[src/rtl/fifo_reader_pkg.sv]
// rtl/fifo_reader_pkg.sv - shared state encoding and word geometry for the FIFO byte reader
package fifo_reader_pkg;

  // Reader FSM states; encodings are fixed so other blocks can decode them
  typedef enum logic [1:0] {
    IDLE = 2'd0,
    POP  = 2'd1,
    LOAD = 2'd2,
    SEND = 2'd3
  } state_e;

  localparam int BYTES_PER_WORD = 4;

endpackage

[src/rtl/fifo_byte_reader.sv]
// rtl/fifo_byte_reader.sv - pops FIFO words and serialises them onto a valid/ready byte stream
module fifo_byte_reader
  import fifo_reader_pkg::*;
#(
  parameter int WORD_W    = 32,
  parameter int BYTE_W    = 8,
  parameter bit LSB_FIRST = 1'b1,
  parameter int CNT_W     = 16
) (
  input  logic              Clk,
  input  logic              Rst,
  input  logic              EN,
  input  logic              fifoEmpty,
  input  logic [WORD_W-1:0] fifoData,
  output logic              fifoRD,
  output logic [BYTE_W-1:0] txData,
  output logic              txValid,
  input  logic              txReady,
  output logic              txLast,
  output logic              busy,
  output logic [CNT_W-1:0]  wordsDone
);

  localparam logic [1:0] LAST_IDX = 2'(BYTES_PER_WORD - 1);

  state_e             state_q, state_d;
  logic [WORD_W-1:0]  shift_q, shift_d;
  logic [1:0]         byte_idx_q, byte_idx_d;
  logic [CNT_W-1:0]   words_done_q, words_done_d;

  // Next-state, shift register, byte index and word counter update
  always_comb begin
    state_d      = state_q;
    shift_d      = shift_q;
    byte_idx_d   = byte_idx_q;
    words_done_d = words_done_q;
    case (state_q)
      IDLE: begin
        if (EN && !fifoEmpty) begin
          state_d = POP;
        end
      end
      POP: begin
        // FIFO dataOut becomes valid on the following cycle
        state_d = LOAD;
      end
      LOAD: begin
        shift_d    = fifoData;
        byte_idx_d = 2'd0;
        state_d    = SEND;
      end
      SEND: begin
        if (txReady) begin
          if (LSB_FIRST) begin
            shift_d = shift_q >> BYTE_W;
          end else begin
            shift_d = shift_q << BYTE_W;
          end
          byte_idx_d = byte_idx_q + 2'd1;
          if (byte_idx_q == LAST_IDX) begin
            words_done_d = words_done_q + {{(CNT_W-1){1'b0}}, 1'b1};
            // EN only gates the start of the next pop, never the word in flight
            state_d = (EN && !fifoEmpty) ? POP : IDLE;
          end
        end
      end
      default: state_d = IDLE;
    endcase
  end

  // State registers with synchronous active-high reset
  always_ff @(posedge Clk) begin
    if (Rst) begin
      state_q      <= IDLE;
      shift_q      <= '0;
      byte_idx_q   <= 2'd0;
      words_done_q <= '0;
    end else begin
      state_q      <= state_d;
      shift_q      <= shift_d;
      byte_idx_q   <= byte_idx_d;
      words_done_q <= words_done_d;
    end
  end

  // Moore-decoded outputs: nothing combinational from txReady reaches fifoRD
  assign fifoRD    = (state_q == POP);
  assign txValid   = (state_q == SEND);
  assign txLast    = (state_q == SEND) && (byte_idx_q == LAST_IDX);
  assign busy      = (state_q != IDLE);
  assign wordsDone = words_done_q;
  assign txData    = LSB_FIRST ? shift_q[BYTE_W-1:0] : shift_q[WORD_W-1 -: BYTE_W];

endmodule

[config.mk]
export PLATFORM = sky130hd
export DESIGN_NAME = fifo_byte_reader
export DESIGN_NICKNAME = d
export VERILOG_FILES = /design/src/rtl/fifo_reader_pkg.sv /design/src/rtl/fifo_byte_reader.sv
export SDC_FILE = /design/constraint.sdc
export NUM_CORES = 1
export LEC_CHECK = 0
export BUFFER_PORTS_ARGS = -buffer_cell sky130_fd_sc_hd__buf_2
export CELL_PAD_IN_SITES_DETAIL_PLACEMENT = 0
export CELL_PAD_IN_SITES_GLOBAL_PLACEMENT = 1
export CORE_ASPECT_RATIO = 0.8
export CORE_UTILIZATION = 42
export DETAILED_ROUTE_END_ITERATION = 10
export PLACE_DENSITY = 0.85
export SYNTH_ARGS = -nofsm -noshare
export SYNTH_HDL_FRONTEND = slang
export SYNTH_SLANG_ARGS = --single-unit
[constraint.sdc]
create_clock -name Clk -period 4.3 [get_ports Clk]
set_input_delay 0.86 -clock Clk [delete_from_list [all_inputs] [get_ports Clk]]
set_output_delay 0.86 -clock Clk [all_outputs]
set_load 0.02 [all_outputs]
# == After elaboration in Yosys (flattened, before gate mapping) ==
# Index checks and enable logic that the tools add are counted.
# op_classes
add_sub_neg,2
eq_ne,7
muxes,9
n_reduce_logical,9
# op_table
op,n
$pmux W32 S2,1
$mux W32,1
$add A16 B1 Y16 const B,1
$mux W2,4
$pmux W2 S4,1
$eq A2 B2 Y1 const B,3
$reduce_and A3 Y1,2
$ne A2 B1 Y1 const B,2
$pmux W2 S2,1
$reduce_bool A2 Y1,2
$add A2 B1 Y2 const B,1
$eq A2 B1 Y1 const B,1
$logic_and A1 B1 Y1,2
$logic_not A2 Y1,1
$ne A2 B2 Y1 const B,1
$reduce_and A2 Y1,1
$logic_not A1 Y1,1
$mux W1,1
# totals
ff_bits,52
in_bits,37
output_inout_bits,28
wordCells,31

# == Depth between registers and ports, before layout ==
# Gate-level depths: netlist (run 1).
# depth
depth_word,6
ltp_mapped,8
mapped_depth_nobuf,6

# == Least setup slack after synthesis (run 1) ==
# Ideal clock, no wire load.
# synth_path
kind,input-to-reg
from,in txReady
to,"reg words_done_q[15], in the netlist wordsDone[15]"
setup_ns,0.070
arrival_ns,2.019
required_time_ns,4.230
slack_ns,2.211
path_stages,6
path_buffers,2
path_cell_list,buf_4 > and4_1 > buf_6 > nand4_4 > or4_1 > a21oi_1
# synth_via
elab_chain_cells,1
# synth_lines
item,line,rtl
"start, declared",fifo_byte_reader.sv:18,"input logic txReady,"
$reduce_and A3 Y1 (no source line),n/a,
"end signal, assigned",fifo_byte_reader.sv:82,words_done_q <= words_done_d;
"end, declared",fifo_byte_reader.sv:29,"logic [CNT_W-1:0] words_done_q, words_done_d;"
# No other way between the ends.
# A chain may end at the register's enable or synchronous reset.

# == Worst setup path in the final report (run 1) ==
# layout_path
from,reg state_q[0]
to,reg shift_q[1]
# layout_via
elab_chain_cells,3
elab_cells_between_ends,6
classes_between,3 x eq/ne; 1 x mux; 2 x reduce/logical
# layout_lines
item,line,rtl
"start, declared",fifo_byte_reader.sv:26,"state_e state_q, state_d;"
"start signal, assigned",fifo_byte_reader.sv:79,state_q <= state_d;
$eq A2 B2 Y1,fifo_byte_reader.sv:37,case (state_q)
$ne A2 B1 Y1 (no source line) or $reduce_bool A2 Y1 (tied branches),n/a,
$reduce_and A2 Y1 (no source line),n/a,
"end signal, assigned",fifo_byte_reader.sv:80,shift_q <= shift_d;
"end, declared",fifo_byte_reader.sv:27,"logic [WORD_W-1:0] shift_q, shift_d;"
# Several ways; a longest one is shown, not always the timed one.

==> results of run 1 <==
-- worst max-delay path: stages, from the launching register on --
cell and delay (ps):
dfxtp_1 360, ha_2 190, buf_4 260, nor2b_1 560
nand2b_2 790, nor2_1 90, a211oi_1 240
-- sequential cells by signal, indices dropped and copies added (netlist names) --
register	flops
wordsDone	16
state_q	2
shift_q	32
byte_idx_q	2
-- routing by layer --
| metal | vias to the layer above | global-route usage | part of all wire |
|---|---|---|---|
| li1 | 1020 | - | - |
| met1 | 832 | 0.241 | 0.55 |
| met2 | 47 | 0.232 | 0.40 |
| met3 | 5 | 0.0366 | 0.042 |
| met4 | 0 | 0.0556 | 0.010 |
| met5 | - | 0 | 0 |
-- how the worst max path moves through the flow --
stage                           from            end  slack [ps]  cells after the start
after floorplan              txReady  wordsDone[15]        2210                      6
after CTS                 state_q[0]     shift_q[1]        1660                      6
final                     state_q[0]     shift_q[1]        1690                      6
after global routing      state_q[1]     shift_q[9]        1430                      6
after detailed placement  state_q[0]     shift_q[1]        1660                      6
after global placement    state_q[1]    shift_q[19]        1790                      6
-- cell usage in the layout, fill, tap and decap left out, types with 3 or more instances in the layout --
| cell type | netlist | layout |
|---|---|---|
| buf_2 | 7 | 64 |
| dfxtp_1 | 52 | 52 |
| nor2_1 | 47 | 47 |
| mux2i_1 | 26 | 26 |
| a211oi_1 | 24 | 24 |
| a21oi_1 | 8 | 8 |
| a22oi_1 | 8 | 8 |
| nand2_1 | 7 | 7 |
| xor2_1 | 7 | 7 |
| ha_1 | 8 | 7 |
| inv_1 | 6 | 6 |
| nand4_1 | 6 | 6 |
| clkbuf_8 | 0 | 6 |
| nand3_1 | 4 | 4 |
| o31ai_1 | 4 | 4 |
| or4_1 | 4 | 4 |
| nor2b_1 | 3 | 3 |
-- cells by family (layout without fill, tap and decap cells) --
kind of cell	after synthesis	after routing	share of synthesized area
adders and majority gates	8	8	0.0412
xor gates and xnor gates	9	9	0.0325
muxes	27	27	0.112
DFF	52	52	0.429
and+or+nand+nor	81	81	0.166
AOI/OAI and AO/OA	51	51	0.149
buffers and inverters	32	78	0.0701
-- where the power goes --
group / total, mW / internal, mW / switching (mW) / leakage [nW]
Sequential: 0.644 / 0.585 / 0.0586 / 0.421
Combinational: 0.448 / 0.182 / 0.266 / 0.659
Clock: 0.282 / 0.129 / 0.154 / 0.0473
-- final cells by class --
class,instances,share of cell area
multi-input cells,176,0.436
clock buffers,6,0.0295
repair buffers,65,0.117
flip-flops and latches,52,0.372
inverters,6,0.00804
clock inverters,1,0.00313
well taps,78,0.0348
-- stage by stage --
step                      setup WS, ps   util  area, um^2
final                             1690  0.510        2800
after global routing              1430  0.510        2800
after CTS                         1660  0.510        2800
after detailed placement          1660  0.493        2710
after global placement            1790  0.493        2710
after floorplan                   2210      -        2430
==> qor.txt, run 1 <==
Outcome - finished clean
Synth cell count leaders - 52 x dfxtp_1, 47 x nor2_1, 26 x mux2i_1
Top post-synthesis cells by area - dfxtp_1 43%, mux2i_1 11%, a211oi_1 7.4%, nor2_1 7.3%, ha_1 4.1%
Antenna diodes - 0
Syn-to-layout area delta - 15.4%
Setup_tns - 0 ps
Initial antenna violation count - 0
Crit path time final - 2610 ps
Drt wl/cell - 12.7 um
Syn_nets - 305
Nets - 351
First-pass DRT Iterations - 4
Final setup viols - 0
Synth top area share - 0.429
DRC errors left - 0
Async S/R FF share, synth - 0
Crit. End Element - register
Register area share after synthesis - 0.429
Io pins - 65
Total clock sinks - 52
Top_reg_cell synth - dfxtp_1
Leakage - 1.13 nW
Startpoint class of the critical path - register
Relative slew slack - 0.353
Grt total ovfl - 0
Worst hold stages - 2
Largest area contributor in the netlist - dfxtp_1
Clk_lat worst skew - 300 ps
Layout Skew - 10.7 ps
Crit Path Max Fanout - 48
Cts repair resizes - 0
Clock-pin slew on the worst setup and hold paths - 90 ps
Non-filler cells, final - 384
Avg Inst Size Synth - 9.34 um^2
R2R depth - 6
Kind of critical path - reg -> reg
Port Buf Inserts - 64
Class of the worst hold path - reg -> reg
Worst reg-to-reg setup slack - 1690 ps
FF+latch count, synth - 52
# rows - 24
Hold buffers post-CTS - 0
Via density - 4.96
Max_cap viols - 0
Worst hold slack - 484 ps
Filler cells - 534
Total power - 1.37 mW
Initial Util - 0.442
Worst-case clock buffer depth - 2
Synth Cell Area - 2430 um^2
Pin count of the biggest net entering global routing - 54
Core area - 5500 um^2
Share of cells above drive strength 1 - 0.248
CTS tree - built
Synth warnings - 0
Post-synth EDFFs - 0
HP Start - wordsDone[15]
Vias in the first global route - 1675
Period Utilization, post-route - 0.607
Post-CTS setup buffer count - 0
RR Startpoint - state_q[0]
Placer Congestion - 0.755
Total die area - 6090 um^2
Gr usage total - 0.163
Max Freq - 383 MHz
Placed cells - 377
Clock buffer count from CTS - 5
Global-route wire length before repair - 7800 um
Sequential cell area - 1040 um^2
RSZ-0062 raised after global routing - no
Post-route ant nets - 0
Data arrival, critical path - 2810 ps
Die W - 87.0 um
Hold Vio Cnt, Final - 0
Area of the multi-input gates - 1220 um^2
1st-iter DRT viols - 82
Max IR drop VDD - 0.000247 V
Root buffer cell - clkbuf_8
Hold Path End - wordsDone[15]
Gate Count Post-Synth - 260
Required time worst endpoint - 4500 ps
Vias - 1904
Synth cell types - 34
Slew Limit Fails - 0
H-tree levels - 2
Power Density - 490 nW/um^2
Wirelength, routed - 4860 um
R2r endpoint - shift_q[1]
DIE HEIGHT - 70.0 um
HPWL Detailed - 3250 um
Count leader, synth - dfxtp_1
Worst-Margin Slew - 971 ps
(Power assumes the default switching activity.)
==> run 2, diff against run 1 <==
CORE_UTILIZATION = 35   (was 42)
PLACE_DENSITY = 0.76   (was 0.85)
clock period = 2.1 ns   (was 4.3 ns; I/O delays follow)
==> run 2 against run 1 <==
Effect of this change: global-route usage is 1.1 points lower; via count is 2.6% higher; setup slack worse by 1600 ps; clock-buffer cell count is 1 higher; sequential share of layout area is 1.6 points lower; combinational power is 120% higher; design area is 4.4% higher; die area is 19% higher; sequential power is 100% higher; clock skew is 5.8 ps lower; critical path type is now reg -> out; critical path depth is 3 lower; wire length is 6.6% higher.
==> qor.txt, run 2 (same netlist as run 1, synthesis figures left out) <==
Outcome - finished clean
Sequential cell area - 1040 um^2 (unchanged)
Crit path time final - 1970 ps
Syn-to-layout area delta - 20.5%
Slowest stage cell, crit path - dfxtp_1
Setup slack after layout - 133 ps (-1560 ps)
Post-route ant nets - 0 (unchanged)
Register name with the most flops - shift_q
Max Freq - 508 MHz
Data arrival, critical path - 1550 ps (-1260 ps)
R2R depth - 5 (-1)
Leakage - 1.19 nW (+5.5%)
Core area - 6540 um^2 (+19%)
Required time worst endpoint - 1680 ps (-2820 ps)
Filler cells - 675 (+26%)
Root buffer cell - clkbuf_8
Total die area - 7270 um^2 (+19%)
Max_cap viols - 0 (unchanged)
P_sw - 1.01 mW (+110%)
Gr usage total - 0.152 (-0.0113)
Period Utilization, post-route - 0.937
Internal power - 2.04 mW (+130%)
Drt wl/cell - 13.0 um (+2.9%)
First-pass DRT Iterations - 4 (unchanged)
1st-iter DRT viols - 73 (-11%)
Post-CTS setup buffer count - 0 (unchanged)
Pin count of the biggest net entering global routing - 37 (-31%)
Initial Util - 0.371 (-0.0705)
Clock buffer count from CTS - 5 (unchanged)
Worst hold stages - 3 (+1)
Wirelength, routed - 5180 um (+6.6%)
Crit. End Element - primary output
Class of the worst hold path - in -> reg
Layout Skew - 4.88 ps (-5.82 ps)
Total clock sinks - 52 (unchanged)
Worst reg-to-reg setup slack - 220 ps (-1470 ps)
Kind of critical path - reg -> out
CTS tree - built
H-tree levels - 2 (unchanged)
Max IR drop VDD - 0.000457 V (+85%)
Clk_lat worst skew - 300 ps (about the same)
Vias in the first global route - 1870 (+12%)
CP max stage delay - 420 ps (-370 ps)
Crit Path Max Fanout - 26 (-46%)
Share of cells above drive strength 1 - 0.268 (+0.0191)
Area of the multi-input gates - 1220 um^2 (unchanged)
Clock-pin slew on the worst setup and hold paths - 90 ps (about the same)
# rows - 26 (+8.3%)
Clock power frac - 0.247 (+0.042)
Power Density - 1040 nW/um^2 (+110%)
Hold Vio Cnt, Final - 0 (unchanged)
Via density - 4.91 (-0.98%)
Antenna diodes - 0 (unchanged)
HPWL Detailed - 3670 um (+13%)
Pre-CTS setup slack - 234 ps (-1430 ps)
Most common cell after layout, fill and taps aside - buf_2
RSZ-0062 raised after global routing - no
Port Buf Inserts - 64 (unchanged)
Grt total ovfl - 0 (unchanged)
Nets - 358 (+2.0%)
Initial antenna violation count - 0 (unchanged)
Switching portion of total power - 0.331 (-0.0168)
Io pins - 65 (unchanged)
Worst-case clock buffer depth - 2 (unchanged)
Logic pwr share - 0.321 (-0.005)
Vias - 1954 (+2.6%)
Die W - 95.1 um (+9.3%)
Slew Limit Fails - 0 (unchanged)
Worst-Margin Slew - 438 ps (-533 ps)
Final setup viols - 0 (unchanged)
Placer Congestion - 0.762 (+0.87%)
DRC errors left - 0 (unchanged)
Relative slew slack - 0.708 (+0.356)
Most frequent cells in the layout - 64 x buf_2, 52 x dfxtp_1, 47 x nor2_1
Flip-flop count of the largest register after layout - 32 (unchanged)
Setup_tns - 0 ps (unchanged)
Startpoint class of the critical path - register
DIE HEIGHT - 76.5 um (+9.3%)
Sequential power share - 0.432 (-0.037)
Global-route wire length before repair - 8740 um (+12%)
Cells along the critical path - ha_2 > buf_6 > buf_2
run 2: metrics by stage:
| stage | cells | instance area [um^2] | total power, mW | util | hold slack [ps] |
|---|---|---|---|---|---|
| after floorplan | 260 | 2430 | 2.11 | - | 458 |
| after global placement | 390 | 2800 | 2.30 | 0.427 | 474 |
| after detailed placement | 390 | 2800 | 2.32 | 0.427 | 477 |
| after CTS | 398 | 2930 | 3.07 | 0.447 | 355 |
| after global routing | 398 | 2930 | 3.24 | 0.447 | 381 |
| final | 398 | 2930 | 3.04 | 0.447 | 361 |
run 2: metal layers:
layer	track usage	share of wire	vias up
li1	-	-	1024
met1	0.215	0.54	882
met5	0	0	-
met3	0.0329	0.054	7
met2	0.226	0.40	41
met4	0.0500	0.011	0
run 2: final cells by class:
| type | instances | area share |
|---|---|---|
| inverters | 6 | 0.00770 |
| clock inverters | 1 | 0.0103 |
| multi-input cells | 176 | 0.417 |
| repair buffers | 72 | 0.140 |
| well taps | 84 | 0.0359 |
| flip-flops and latches | 52 | 0.356 |
| clock buffers | 7 | 0.0329 |
run 2: power groups by stage:
stage / logic [mW] / clock network [mW] / registers, mW
global placement: 0.971 / 0 / 1.33
finish: 0.977 / 0.753 / 1.31
floorplan: 0.803 / 0 / 1.31
detailed placement: 0.980 / 0 / 1.34
global route: 1.09 / 0.805 / 1.35
CTS: 0.986 / 0.771 / 1.32
run 2: critical path: cells and delay by family, from the launching register on:
family	cells	cell delay, ps
buffers and inverters	2	540
flip-flops	1	420
adder cells (fa/ha/maj)	1	280
run 2: final timing paths:
kind | endpoint | start
worst min register to register | wordsDone[15] | wordsDone[15]
worst max-delay path | txValid | state_q[1]
worst max register to register | wordsDone[9] | state_q[1]
worst min-delay path | shift_q[29] | fifoData[29]
run 2: repair_timing:
action | in CTS | in global routing
endpoints found under the setup margin | 1 | 0
hold buffers | 0 | 0
resized for setup | 1 | 0
==> run 3, diff against run 2 <==
clock period = 1.6 ns   (was 2.1 ns; I/O delays follow)
==> run 3 against run 2 <==
Effect of this change: flip-flop and latch count is the same; critical path depth rose by 2; first-iteration DRC count down 16%; sequential share of layout area is 2.4 points lower; die area stayed put; clock power rose by 6.8%; design area rose by 8.8%; global-route usage increased by 0.79 points.
==> qor.txt, run 3 (same netlist as run 1, synthesis figures left out) <==
Final setup viols - 0 (unchanged)
Cells along the critical path - ha_4 > and4_4 > nand3_4 > or4_4 > a21oi_2
Worst hold stages - 3 (unchanged)
Io pins - 65 (unchanged)
WP buf/inv - 0 (-2)
Period Utilization, post-route - 0.982
Clk_lat worst skew - 300 ps (about the same)
Most common cell after layout, fill and taps aside - buf_2
R2R depth - 5 (unchanged)
Worst-case clock buffer depth - 2 (unchanged)
CP max stage delay - 480 ps (+60 ps)
Drt wl/cell - 13.5 um (+3.8%)
Initial Util - 0.371 (unchanged)
Startpoint class of the critical path - register
RR Startpoint - state_q[0]
Slowest stage cell, crit path - or4_4
Via density - 4.97 (+1.2%)
Crit. End Element - register
Family with the most delay on the worst path - simple AND/OR/NAND/NOR gates
Vias - 2077 (+6.3%)
Antenna diodes - 0 (unchanged)
Pin count of the biggest net entering global routing - 39 (+5.4%)
Most frequent cells in the layout - 62 x buf_2, 47 x nor2_1, 45 x dfxtp_1
First-pass DRT Iterations - 4 (unchanged)
Max Freq - 636 MHz
Gr usage total - 0.160 (+0.00788)
Vias in the first global route - 1972 (+5.5%)
Initial antenna violation count - 0 (unchanged)
Die W - 95.1 um (unchanged)
Post-route ant nets - 0 (unchanged)
R2r endpoint - wordsDone[13]
Setup_tns - 0 ps (unchanged)
Power Density - 1290 nW/um^2 (+24%)
Wirelength, routed - 5650 um (+9.1%)
Class of the worst hold path - in -> reg
Hold Vio Cnt, Final - 0 (unchanged)
DRC errors left - 0 (unchanged)
# rows - 26 (unchanged)
Outcome - finished clean
DIE HEIGHT - 76.5 um (unchanged)
Leakage - 1.30 nW (+8.9%)
Register name with the most flops - shift_q
Crit Path Max Fanout - 5 (-81%)
Hold Path End - shift_q[25]
Clock-pin slew on the worst setup and hold paths - 100 ps (about the same)
Total clock sinks - 52 (unchanged)
HPWL Detailed - 3920 um (+7.0%)
Port Buf Inserts - 64 (unchanged)
Required time worst endpoint - 1850 ps (+170 ps)
Flip-flop count of the largest register after layout - 32 (unchanged)
Worst reg-to-reg setup slack - 30 ps (-190 ps)
1st-iter DRT viols - 61 (-16%)
Total die area - 7270 um^2 (unchanged)
Relative slew slack - 0.812 (+0.104)
Kind of critical path - reg -> reg
Nets - 378 (+5.6%)
Clock buffer count from CTS - 5 (unchanged)
Crit path time final - 1570 ps
Root buffer cell - clkbuf_8
Grt total ovfl - 0 (unchanged)
Share of cells above drive strength 1 - 0.386 (+0.119)
Max_cap viols - 0 (unchanged)
Global-route wire length before repair - 9220 um (+5.5%)
Placer Congestion - 0.772 (+1.4%)
Core area - 6540 um^2 (unchanged)
Slew Limit Fails - 0 (unchanged)
H-tree levels - 2 (unchanged)
RSZ-0062 raised after global routing - yes
CTS tree - built
Layout Skew - 11.9 ps (+6.98 ps)
HP Start - fifoData[25]
Worst-Margin Slew - 280 ps (-158 ps)
Syn-to-layout area delta - 31.1%
Max IR drop VDD - 0.000784 V (+72%)
Layout Utilization - 0.487 (+0.0392)
Data arrival, critical path - 1820 ps (+270 ps)
run 3: where the power goes:
| part | switching (mW) | internal, mW | total [mW] |
|---|---|---|---|
| Clock | 0.449 | 0.355 | 0.804 |
| Sequential | 0.181 | 1.59 | 1.77 |
| Combinational | 0.814 | 0.722 | 1.54 |
run 3: final cells by class:
| class | count | area [um^2] |
|---|---|---|
| Fill cell | 652 | 3360 |
| Tap cell | 84 | 105 |
| Inverter | 6 | 25.0 |
| Sequential cell | 52 | 1050 |
| Clock buffer | 6 | 82.6 |
| Multi-Input combinational cell | 176 | 1320 |
| Timing Repair Buffer | 92 | 586 |
| Clock inverter | 2 | 13.8 |
run 3: worst max path at each step:
| stage | startpoint | endpoint | slack (ps) | cells past startpoint |
|---|---|---|---|---|
| CTS | state_q[0] | txLast | 4 | 4 |
| finish | state_q[0] | wordsDone[13] | 30 | 5 |
| floorplan | state_q[0] | shift_q[4] | 2 | 8 |
| global placement | state_q[0] | wordsDone[13] | -20 | 6 |
| detailed placement | state_q[0] | shift_q[2] | -70 | 7 |
| global route | state_q[0] | wordsDone[13] | -30 | 5 |
run 3: through the flow:
stage / worst slack, ps / cell area (um^2) / power [mW] / hold WS (ps) / std cells
final: 28.7 / 3180 / 4.11 / 261 / 418
after floorplan: 2.46 / 2470 / 2.84 / 458 / 260
after detailed placement: -66.1 / 2950 / 3.13 / 478 / 406
after CTS: 3.94 / 3070 / 3.97 / 257 / 414
after global routing: -33.9 / 3180 / 4.42 / 258 / 418
after global placement: -20.6 / 2950 / 3.09 / 467 / 406
run 3: tightest hold or removal path, stage by stage:
cell	delay, ps
buf_2	70
a22oi_1	60
nor2_1	70
run 3: what timing repair did:
item                       4_1_cts  5_1_grt
hold buffers                     0        0
gates cloned                     0        1
setup endpoints to repair       23       30
setup buffers                    1        3
resized for setup                9       17
pin swaps                        3        6
hold endpoints to repair         0        0
run 3: per-layer routing:
metal,wire length (um),GRT usage,vias to the layer above
li1,-,-,1072
met1,2880,0.223,959
met2,2480,0.245,42
met3,245,0.0369,4
met4,38,0.0409,0
met5,0,0,-
